--- config.mk ---
export PLATFORM = sky130hd
export DESIGN_NAME = bram_seq_reader
export DESIGN_NICKNAME = d
export VERILOG_FILES = /design/src/rtl/bram_seq_reader.sv
export SDC_FILE = /design/constraint.sdc
export NUM_CORES = 1
export LEC_CHECK = 0
export CAP_MARGIN = 20
export CORE_MARGIN = 5
export CORE_UTILIZATION = 47
export CTS_CLUSTER_SIZE = 10
export DETAILED_ROUTE_END_ITERATION = 8
export PLACE_DENSITY = 0.85
export SETUP_SLACK_MARGIN = 0.4
export SYNTH_ARGS = -nofsm -noshare
export SYNTH_HDL_FRONTEND = slang
export SYNTH_SLANG_ARGS = --single-unit
--- constraint.sdc ---
create_clock -name clk -period 2.7 [get_ports clk]
set_input_delay 0.405 -clock clk [delete_from_list [all_inputs] [get_ports clk]]
set_output_delay 0.405 -clock clk [all_outputs]
set_load 0.02 [all_outputs]
--- src/rtl/bram_seq_reader.sv ---
// bram_seq_reader
//   Playback sequencer that owns the read port of the profile BRAM. It walks an
//   inclusive address range (modulo 2**ADDRDEPTH), either once or looping, and
//   streams each word over a valid/ready handshake through a 2-entry FIFO.
//
//   Ports
//     clk, rstn            : clock, asynchronous active-low reset
//     start, abort, loop   : playback control (start/loop/range latched on start)
//     start_addr/stop_addr : inclusive address range
//     ram_en/ram_addr      : BRAM read request (registered)
//     ram_do               : BRAM read data, valid the cycle after ram_en
//     m_data/m_valid/m_ready : output stream
//     busy, done           : run status / one-cycle completion pulse (one-shot only)
//
//   Flow control: a returned word sits on ram_do until it is pushed into the
//   buffer. The BRAM output register holds its value while ram_en is low, so a
//   word on ram_do is only at risk when a new read is sampled. A read is issued
//   only if, after this edge, the word that will be on ram_do can still be
//   pushed when that read lands, even with m_ready held low from then on.
//   That keeps 1 word/cycle with m_ready high and never loses a word.
module bram_seq_reader #(
  parameter int ADDRDEPTH = 12,
  parameter int WIDTH     = 32
) (
  input  logic                 clk,
  input  logic                 rstn,
  input  logic                 start,
  input  logic                 abort,
  input  logic                 loop,
  input  logic [ADDRDEPTH-1:0] start_addr,
  input  logic [ADDRDEPTH-1:0] stop_addr,
  output logic                 ram_en,
  output logic [ADDRDEPTH-1:0] ram_addr,
  input  logic [WIDTH-1:0]     ram_do,
  output logic [WIDTH-1:0]     m_data,
  output logic                 m_valid,
  input  logic                 m_ready,
  output logic                 busy,
  output logic                 done
);

  typedef enum logic [1:0] {S_IDLE, S_RUN, S_DRAIN} state_t;

  localparam logic [ADDRDEPTH-1:0] ONE = {{(ADDRDEPTH-1){1'b0}}, 1'b1};

  state_t               r_state, w_state_nxt;
  logic [WIDTH-1:0]     r_buf0, r_buf1, w_buf0_nxt, w_buf1_nxt;
  logic [1:0]           r_cnt, w_cnt_nxt, w_cnt_pop;
  logic                 r_mvalid, w_mvalid_nxt;
  logic                 r_pend, w_pend_nxt, w_pend_q;   // unpushed word on ram_do
  logic                 r_ram_en, w_ram_en_nxt;
  logic [ADDRDEPTH-1:0] r_ram_addr, w_ram_addr_nxt;
  logic [ADDRDEPTH-1:0] r_cur, w_cur_nxt;
  logic [ADDRDEPTH-1:0] r_start, r_stop, w_start_nxt, w_stop_nxt;
  logic                 r_loop, w_loop_nxt;
  logic                 r_busy, w_busy_nxt;
  logic                 r_done, w_done_nxt;

  logic                 w_pop, w_push, w_start, w_abort, w_room, w_issue;
  logic                 w_last, w_loop_eff, w_final;
  logic [ADDRDEPTH-1:0] w_iss_addr;

  // ---------------------------------------------------------------- control
  assign w_pop      = r_mvalid & m_ready;
  assign w_push     = r_pend & ((r_cnt != 2'd2) | w_pop);
  assign w_start    = (r_state == S_IDLE) & start & ~abort;
  assign w_abort    = abort & (r_state != S_IDLE);
  assign w_cnt_nxt  = r_cnt + {1'b0, w_push} - {1'b0, w_pop};
  assign w_cnt_pop  = r_cnt - {1'b0, w_pop};
  assign w_pend_q   = r_ram_en | (r_pend & ~w_push);
  // Must be able to push next edge's ram_do word without relying on a pop.
  assign w_room     = ~(w_pend_q & (w_cnt_nxt == 2'd2));
  assign w_issue    = w_start | ((r_state == S_RUN) & ~abort & w_room);

  // On the start cycle the config comes straight from the inputs.
  assign w_iss_addr = w_start ? start_addr : r_cur;
  assign w_last     = (w_iss_addr == (w_start ? stop_addr : r_stop));
  assign w_loop_eff = w_start ? loop : r_loop;

  // Final word of a one-shot: nothing in flight, one left, and it leaves now.
  assign w_final    = (r_state == S_DRAIN) & ~r_ram_en & ~r_pend &
                      (r_cnt == 2'd1) & w_pop;

  // ---------------------------------------------------------- state register
  always_ff @(posedge clk or negedge rstn) begin
    if (!rstn) r_state <= S_IDLE;
    else       r_state <= w_state_nxt;
  end

  // -------------------------------------------------------------- next state
  always_comb begin
    w_state_nxt = r_state;
    unique case (r_state)
      S_IDLE:  if (w_start) w_state_nxt = (w_last & ~loop) ? S_DRAIN : S_RUN;
      S_RUN:   if (abort) w_state_nxt = S_IDLE;
               else if (w_issue & w_last & ~r_loop) w_state_nxt = S_DRAIN;
      S_DRAIN: if (abort | w_final) w_state_nxt = S_IDLE;
      default: w_state_nxt = S_IDLE;
    endcase
  end

  // ------------------------------------------------- registered output values
  always_comb begin
    w_buf0_nxt     = r_buf0;
    w_buf1_nxt     = r_buf1;
    w_cnt_nxt_hold: begin end
    w_mvalid_nxt   = (w_cnt_nxt != 2'd0);
    w_pend_nxt     = w_pend_q;
    w_ram_en_nxt   = w_issue;
    w_ram_addr_nxt = r_ram_addr;
    w_cur_nxt      = r_cur;
    w_start_nxt    = r_start;
    w_stop_nxt     = r_stop;
    w_loop_nxt     = r_loop;
    w_busy_nxt     = r_busy;
    w_done_nxt     = w_final;

    // FIFO: shift on pop, then append into the first free slot.
    if (w_pop) w_buf0_nxt = r_buf1;
    if (w_push) begin
      if (w_cnt_pop == 2'd0) w_buf0_nxt = ram_do;
      else                   w_buf1_nxt = ram_do;
    end

    if (w_issue) begin
      w_ram_addr_nxt = w_iss_addr;
      // stop_addr reached: wrap to start (matters only when looping).
      w_cur_nxt = w_last ? (w_start ? start_addr : r_start) : (w_iss_addr + ONE);
    end

    if (w_start) begin
      w_start_nxt = start_addr;
      w_stop_nxt  = stop_addr;
      w_loop_nxt  = w_loop_eff;
      w_busy_nxt  = 1'b1;
    end

    if (w_final) w_busy_nxt = 1'b0;

    if (w_abort) begin
      w_mvalid_nxt = 1'b0;
      w_pend_nxt   = 1'b0;
      w_ram_en_nxt = 1'b0;
      w_busy_nxt   = 1'b0;
      w_done_nxt   = 1'b0;
    end
  end

  always_ff @(posedge clk or negedge rstn) begin
    if (!rstn) begin
      r_buf0     <= '0;
      r_buf1     <= '0;
      r_cnt      <= '0;
      r_mvalid   <= 1'b0;
      r_pend     <= 1'b0;
      r_ram_en   <= 1'b0;
      r_ram_addr <= '0;
      r_cur      <= '0;
      r_start    <= '0;
      r_stop     <= '0;
      r_loop     <= 1'b0;
      r_busy     <= 1'b0;
      r_done     <= 1'b0;
    end else begin
      r_buf0     <= w_buf0_nxt;
      r_buf1     <= w_buf1_nxt;
      r_cnt      <= w_abort ? 2'd0 : w_cnt_nxt;
      r_mvalid   <= w_mvalid_nxt;
      r_pend     <= w_pend_nxt;
      r_ram_en   <= w_ram_en_nxt;
      r_ram_addr <= w_ram_addr_nxt;
      r_cur      <= w_cur_nxt;
      r_start    <= w_start_nxt;
      r_stop     <= w_stop_nxt;
      r_loop     <= w_loop_nxt;
      r_busy     <= w_busy_nxt;
      r_done     <= w_done_nxt;
    end
  end

  assign ram_en   = r_ram_en;
  assign ram_addr = r_ram_addr;
  assign m_data   = r_buf0;
  assign m_valid  = r_mvalid;
  assign busy     = r_busy;
  assign done     = r_done;

endmodule

==> After elaboration in Yosys (flattened, before gate mapping) <==
Cells that the tools add are included.
{ "totals": {"out_inout_bits": 48, "ff_bits": 122, "input_bits": 62} }
{ "classes": {"addsub": 4, "n_mux": 21, "bitwise_logic": 28, "reduce_logical": 7, "n_eq_ne": 9} }
{ "op_table": {"columns": ["op", "count"], "rows": [
  ["2-to-1 mux 32 bit", 3],
  ["2-to-1 mux 12 bit", 4],
  ["AND 1 bit", 16],
  ["adder 12 x 1 -> 12 bit (second input constant)", 1],
  ["== test 12 bit", 1],
  ["2-to-1 mux 2 bit", 6],
  ["NOT 1 bit", 8],
  ["2-to-1 mux 1 bit", 7],
  ["case mux 2 bit (3 select lines)", 1],
  ["== test 2 x 1 -> 1 bit (second input constant)", 2],
  ["== test 2 bit (second input constant)", 2],
  ["zero test 2 bit", 2],
  ["!= test 2 bit (second input constant)", 2],
  ["bitwise OR 1 bit", 4],
  ["nonzero test 2 bit", 2],
  ["subtractor 2 x 1 -> 2 bit", 2],
  ["!= test 3 x 2 -> 1 bit (second input constant)", 1],
  ["AND reduction 3 bit", 1],
  ["nonzero test 3 bit", 1],
  ["adder 2 x 1 -> 2 bit", 1],
  ["!= test 2 x 1 -> 1 bit (second input constant)", 1],
  ["AND reduction 2 bit", 1]
]} }

==> Depth between registers and ports, before layout <==
{ "depth": {"word_depth": 15, "mapped_depth": 14, "ltp_nobuf": 13} }

==> Worst setup path before layout <==
OpenSTA, ideal clock, no wires.
{ "synth_path": {"path_type": "input -> register", "start": "in start", "end": "reg r_cur[10]", "t_arrival_ns": 2.687, "required_time_ns": 2.623, "setup_slack_ns": -0.064, "path_buffers": 3, "cell_stages": 13, "cell_sequence": "or4b_4 -> buf_6 -> clkbuf_1 -> clkbuf_1 -> nand2_1 -> nand2_1 -> ha_1 -> nand3_1 -> or3_4 -> a221oi_2 -> xnor2_1 -> mux2i_1 -> a21oi_1"} }
{ "synth_via": {"elab_chain_cells": 5, "word_cells_on_any_way": 9} }
{ "synth_rtl": {"columns": ["item", "line_no", "source"], "rows": [
  ["start, declared", "27", "input logic start,"],
  ["AND 1 bit (*) (2 in series)", "66", "assign w_start = (r_state == S_IDLE) & start & ~abort;"],
  ["2-to-1 mux 12 bit (*)", "76", "assign w_iss_addr = w_start ? start_addr : r_cur;"],
  ["named net w_iss_addr[0]", "61", "logic [ADDRDEPTH-1:0] w_iss_addr;"],
  ["adder 12 x 1 -> 12 bit or == test 12 bit (tied branches)", "128, 77", null],
  ["2-to-1 mux 12 bit (*)", "128", "w_cur_nxt = w_last ? (w_start ? start_addr : r_start) : (w_iss_addr + ONE);"],
  ["end signal, assigned", "172", "r_cur <= w_cur_nxt;"],
  ["end, declared", "53", "logic [ADDRDEPTH-1:0] r_cur, w_cur_nxt;"]
]} }
Mark *: on every way through the listed nets, which the timed path passes. The rest lies on a longest branch.
A chain may end at the register's enable or synchronous reset.

==> Worst setup path after layout <==
{ "layout_path": {"start": "reg r_mvalid, in the netlist m_valid", "end": "reg r_cur[9]"} }
{ "layout_via": {"elab_chain_cells": 10, "word_cells_on_any_way": 13} }
{ "layout_rtl": {"columns": ["item", "line_no", "source"], "rows": [
  ["start, declared", "49", "logic r_mvalid, w_mvalid_nxt;"],
  ["start signal, assigned", "168", "r_mvalid <= w_mvalid_nxt;"],
  ["AND 1 bit (*)", "64", "assign w_pop = r_mvalid & m_ready;"],
  ["bitwise OR 1 bit", "65", "assign w_push = r_pend & ((r_cnt != 2'd2) | w_pop);"],
  ["AND 1 bit", "65", null],
  ["adder 2 x 1 -> 2 bit or NOT 1 bit (tied branches)", "68, 70", null],
  ["subtractor 2 x 1 -> 2 bit or AND 1 bit (tied branches)", "68, 70", null],
  ["== test 2 bit or bitwise OR 1 bit (tied branches)", "72, 70", null],
  ["AND 1 bit (*)", "72", "assign w_room = ~(w_pend_q & (w_cnt_nxt == 2'd2));"],
  ["NOT 1 bit (*)", "72", null],
  ["AND 1 bit (*)", "73", "assign w_issue = w_start | ((r_state == S_RUN) & ~abort & w_room);"],
  ["bitwise OR 1 bit (*)", "73", null]
]} }
Mark *: on every way between the ends. The rest lies on a longest branch, timed or not.

==> reports/qor.csv <==
stage;metric;value;unit
outcome;outcome;finished, final reports clean;
synth;yosysUniqueCellTypes;51;
sta;worst_pin_slew;0.559;ns
synth;synth_top_family_by_area;simple AND/OR/NAND/NOR gates;
synth;syn_area;5690;µm²
synth;synth_edf_count;0;
power;p_int;6.05;mW
synth;synth_compound_area_share;10.4;%
critical_path;cp.arrival;2.88;ns
cells_and_area;nFillCells;874;
sta;finalHoldViolCount;0;
cells_and_area;drive_above_1_share;23.6;%
floorplan;dieHeight;120;µm
global_routing;grt_pass1_vias;4960;
critical_path;end_kind;flop;
sta;skew;0.00912;ns
critical_path;cp-startpoint;m_valid;
floorplan;core;12000;µm²
drt;drtAntennaViolNets;0;
power;power_density;1120;nW/µm²
placement;gp_congestion;0.949;
power;switching_share;33.9;%
sta;setup_viol_count_final;0;
clocking;clock_latency;0.41;ns
synth;synth_top_cell_by_area;dfrtp_1;
sta;maxSlewViolCount;0;
power;combPwrFrac;39.3;%
clocking;cts.path.max_buffers;2;
cells_and_area;area_growth;43.6;%
drt;drc;0;
clocking;cts_buffers;17;
power;seqPwrFrac;35.0;%
synth;synth_xor_area_share;4.77;%
drt;via_per_inst;5.58;
drt;drt_iter0_markers;561;
placement;place_hpwl;10400;µm
global_routing;grt-ovfl-total;0;
cells_and_area;multi_input_area;2650;µm²
floorplan;floorplan.die_area;14400;µm²
synth;async_flop_share;100;%
cells_and_area;ff_latch_area;3060;µm²
drt;post_drt_wl_per_cell;18.0;µm
critical_path;critPathLaunchType;flop;
sta;fmax;387;MHz
hold_path;min-delay-start;r_start[8];
floorplan;num_rows;40;
power;p_leak;3.68;nW
drt;drt_wl_total;15400;µm
critical_path;r2r_setup_slack;0.12;ns
sta;period_share;95.7;%
synth;synth.avg_cell_area;10.6;µm²
floorplan;start_util;47.6;%
synth;synth_area_leaders;dfrtp_1 (54%), nand2_1 (7.3%), mux2i_1 (7.2%), mux2_2 (6.3%), o21ai_0 (3.3%);
sta;grt_setup_unrepaired;true;
drt;dr.pass1.iters;5;
synth;syn_inst;539;
job;cap_violations;0;
hold_path;hold_path_class;reg2reg;
placement;portBuffers;109;
synth;synth.most_common_cell;dfrtp_1;
synth;synth_top_cells_by_count;dfrtp_1 (122), nand2_1 (111), mux2i_1 (41), o21ai_0 (37), mux2_2 (32);
clocking;clock-root-buffer;clkbuf_16;
sta;holdWs;0.473;ns
synth;synth_warnings;0;
sta;timing.final.crit_period;2.58;ns
power;p_clk_share;25.7;%
critical_path;crit_required;2.99;ns
power;total_power;9.17;mW
critical_path;r2r_start;m_valid;
synth;synth_seq_cells;122;
synth;seq_area_frac_synth;53.7;%
global_routing;grt_usage;21.3;%
global_routing;grt_start_max_net_pins;65;
critical_path;worstSetupPathType;reg2reg;
synth;synth-adder-area-share;0.660;%
cells_and_area;antenna_cells;0;
cells_and_area;final_nets;763;
clocking;cts.htree.levels;4;
synth;yosys_most_used_dff;dfrtp_1;
power;peakVddDrop;0.568;mV
synth;synth_fp_nets;604;
floorplan;io_pins;110;
drt;vias;4787;
global_routing;grt_pass1_wl;24300;µm
cells_and_area;fin_area;8170;µm²
clocking;cts_tree;done;
synth;yosys.area_share.simple;14.3;%
global_routing;antenna_found_initial;0;
sta;timing.slew.headroom;62.7;%
floorplan;die_w;120;µm
synth;synth.area.mux_share;13.6;%
synth;yosysTopAreaCellShare;53.7;%
power;p_sw;3.11;mW
cells_and_area;final_util;68.3;%
placement;placed_cell_area;7250;µm²
clocking;clk_pin_slew;0.06;ns
clocking;cts.sinks;122;
critical_path;crit_path_max_fanout;4;
sta;totalNegativeSetupSlack;0;ns
[logic make-up (layout without fill, tap and decap cells)]
group | after synthesis | in the layout
compound gates | 94 | 94
xor+xnor | 31 | 31
fa+ha+maj | 3 | 3
buf+inv | 38 | 209
flops | 122 | 122
mux | 73 | 73
simple gates | 178 | 179
[repair_timing]
| action | in CTS | in global routing |
|---|---|---|
| resized for setup | 10 | 34 |
| hold buffers | 1 | 0 |
| gates cloned | 1 | 1 |
| pin swaps | 8 | 13 |
| setup buffers | 10 | 5 |
| setup endpoints to repair | 27 | 28 |
| endpoints found under the hold margin | 39 | 0 |
[critical path, cell delays in order, from the launching register on]
cell	delay (ns)
dfrtp_2	0.43
buf_4	0.15
nand2_4	0.05
inv_1	0.05
ha_1	0.27
inv_1	0.04
ha_2	0.18
xor2_2	0.19
xnor2_2	0.16
nor3_2	0.21
o21a_2	0.22
inv_2	0.07
and2_4	0.14
a221o_1	0.31
[cell type report]
type	count	area share [%]
clock buffers	20	5.47
clock inverters	12	2.11
inverters	11	0.506
multi-input cells	380	32.5
flip-flops and latches	122	37.4
well taps	147	2.25
repair buffers	166	19.8
[per-layer routing]
layer / global-route usage [%] / vias to the layer above / share of wire [%]
li1: - / 2190 / -
met1: 25.9 / 2352 / 41
met2: 35.3 / 215 / 51
met3: 6.36 / 30 / 6.7
met4: 8.38 / 0 / 1.9
met5: 0 / - / 0
[power groups by stage]
stage	Combinational, mW	Clock [mW]	Sequential (mW)
after detailed placement	3.30	0	3.19
after CTS	3.43	2.39	3.17
final	3.61	2.36	3.20
after floorplan	1.56	0	3.45
after global routing	3.89	2.47	3.29
after global placement	3.18	0	3.13
[metrics by stage]
step,std cells,worst slack (ns)
2_1_floorplan,539,0.221
3_3_place_gp,808,-0.284
3_5_place_dp,808,-0.398
4_1_cts,852,0.179
5_1_grt,858,-0.0355
6_report,858,0.115
[sequential cells by signal, indices dropped and copies added (netlist names)]
name / flops
m_data: 32
r_buf1: 32
r_cnt: 2
m_valid: 1
r_stop: 12
r_state: 2
ram_addr: 12
r_pend: 1
r_loop: 1
done: 1
busy: 1
r_cur: 12
ram_en: 1
r_start: 12
[final timing paths]
check | to | cells past startpoint
worst max-delay path | r_cur[9] | 13
worst min-delay path | r_start[8] | 2
min in group asynchronous | m_data[7] | 2
max in group asynchronous | r_state[0] | 3
worst max register to register | r_cur[9] | 13
worst min register to register | r_start[8] | 2
[cell usage in the layout, fill, tap and decap left out, types with 8 or more instances in the layout]
cell and instances:
buf_6 8, dfrtp_1 119, nand3_1 9, nand2_1 99, clkdlybuf4s50_1 106, clkbuf_16 17
inv_1 10, nor2_1 15, a21oi_1 16, o21ai_0 37, buf_4 44, xor2_1 9
mux2_2 32, xnor2_1 19, mux2i_1 40, nand2_2 9
No activity file was read; power rests on OpenSTA's default activity.
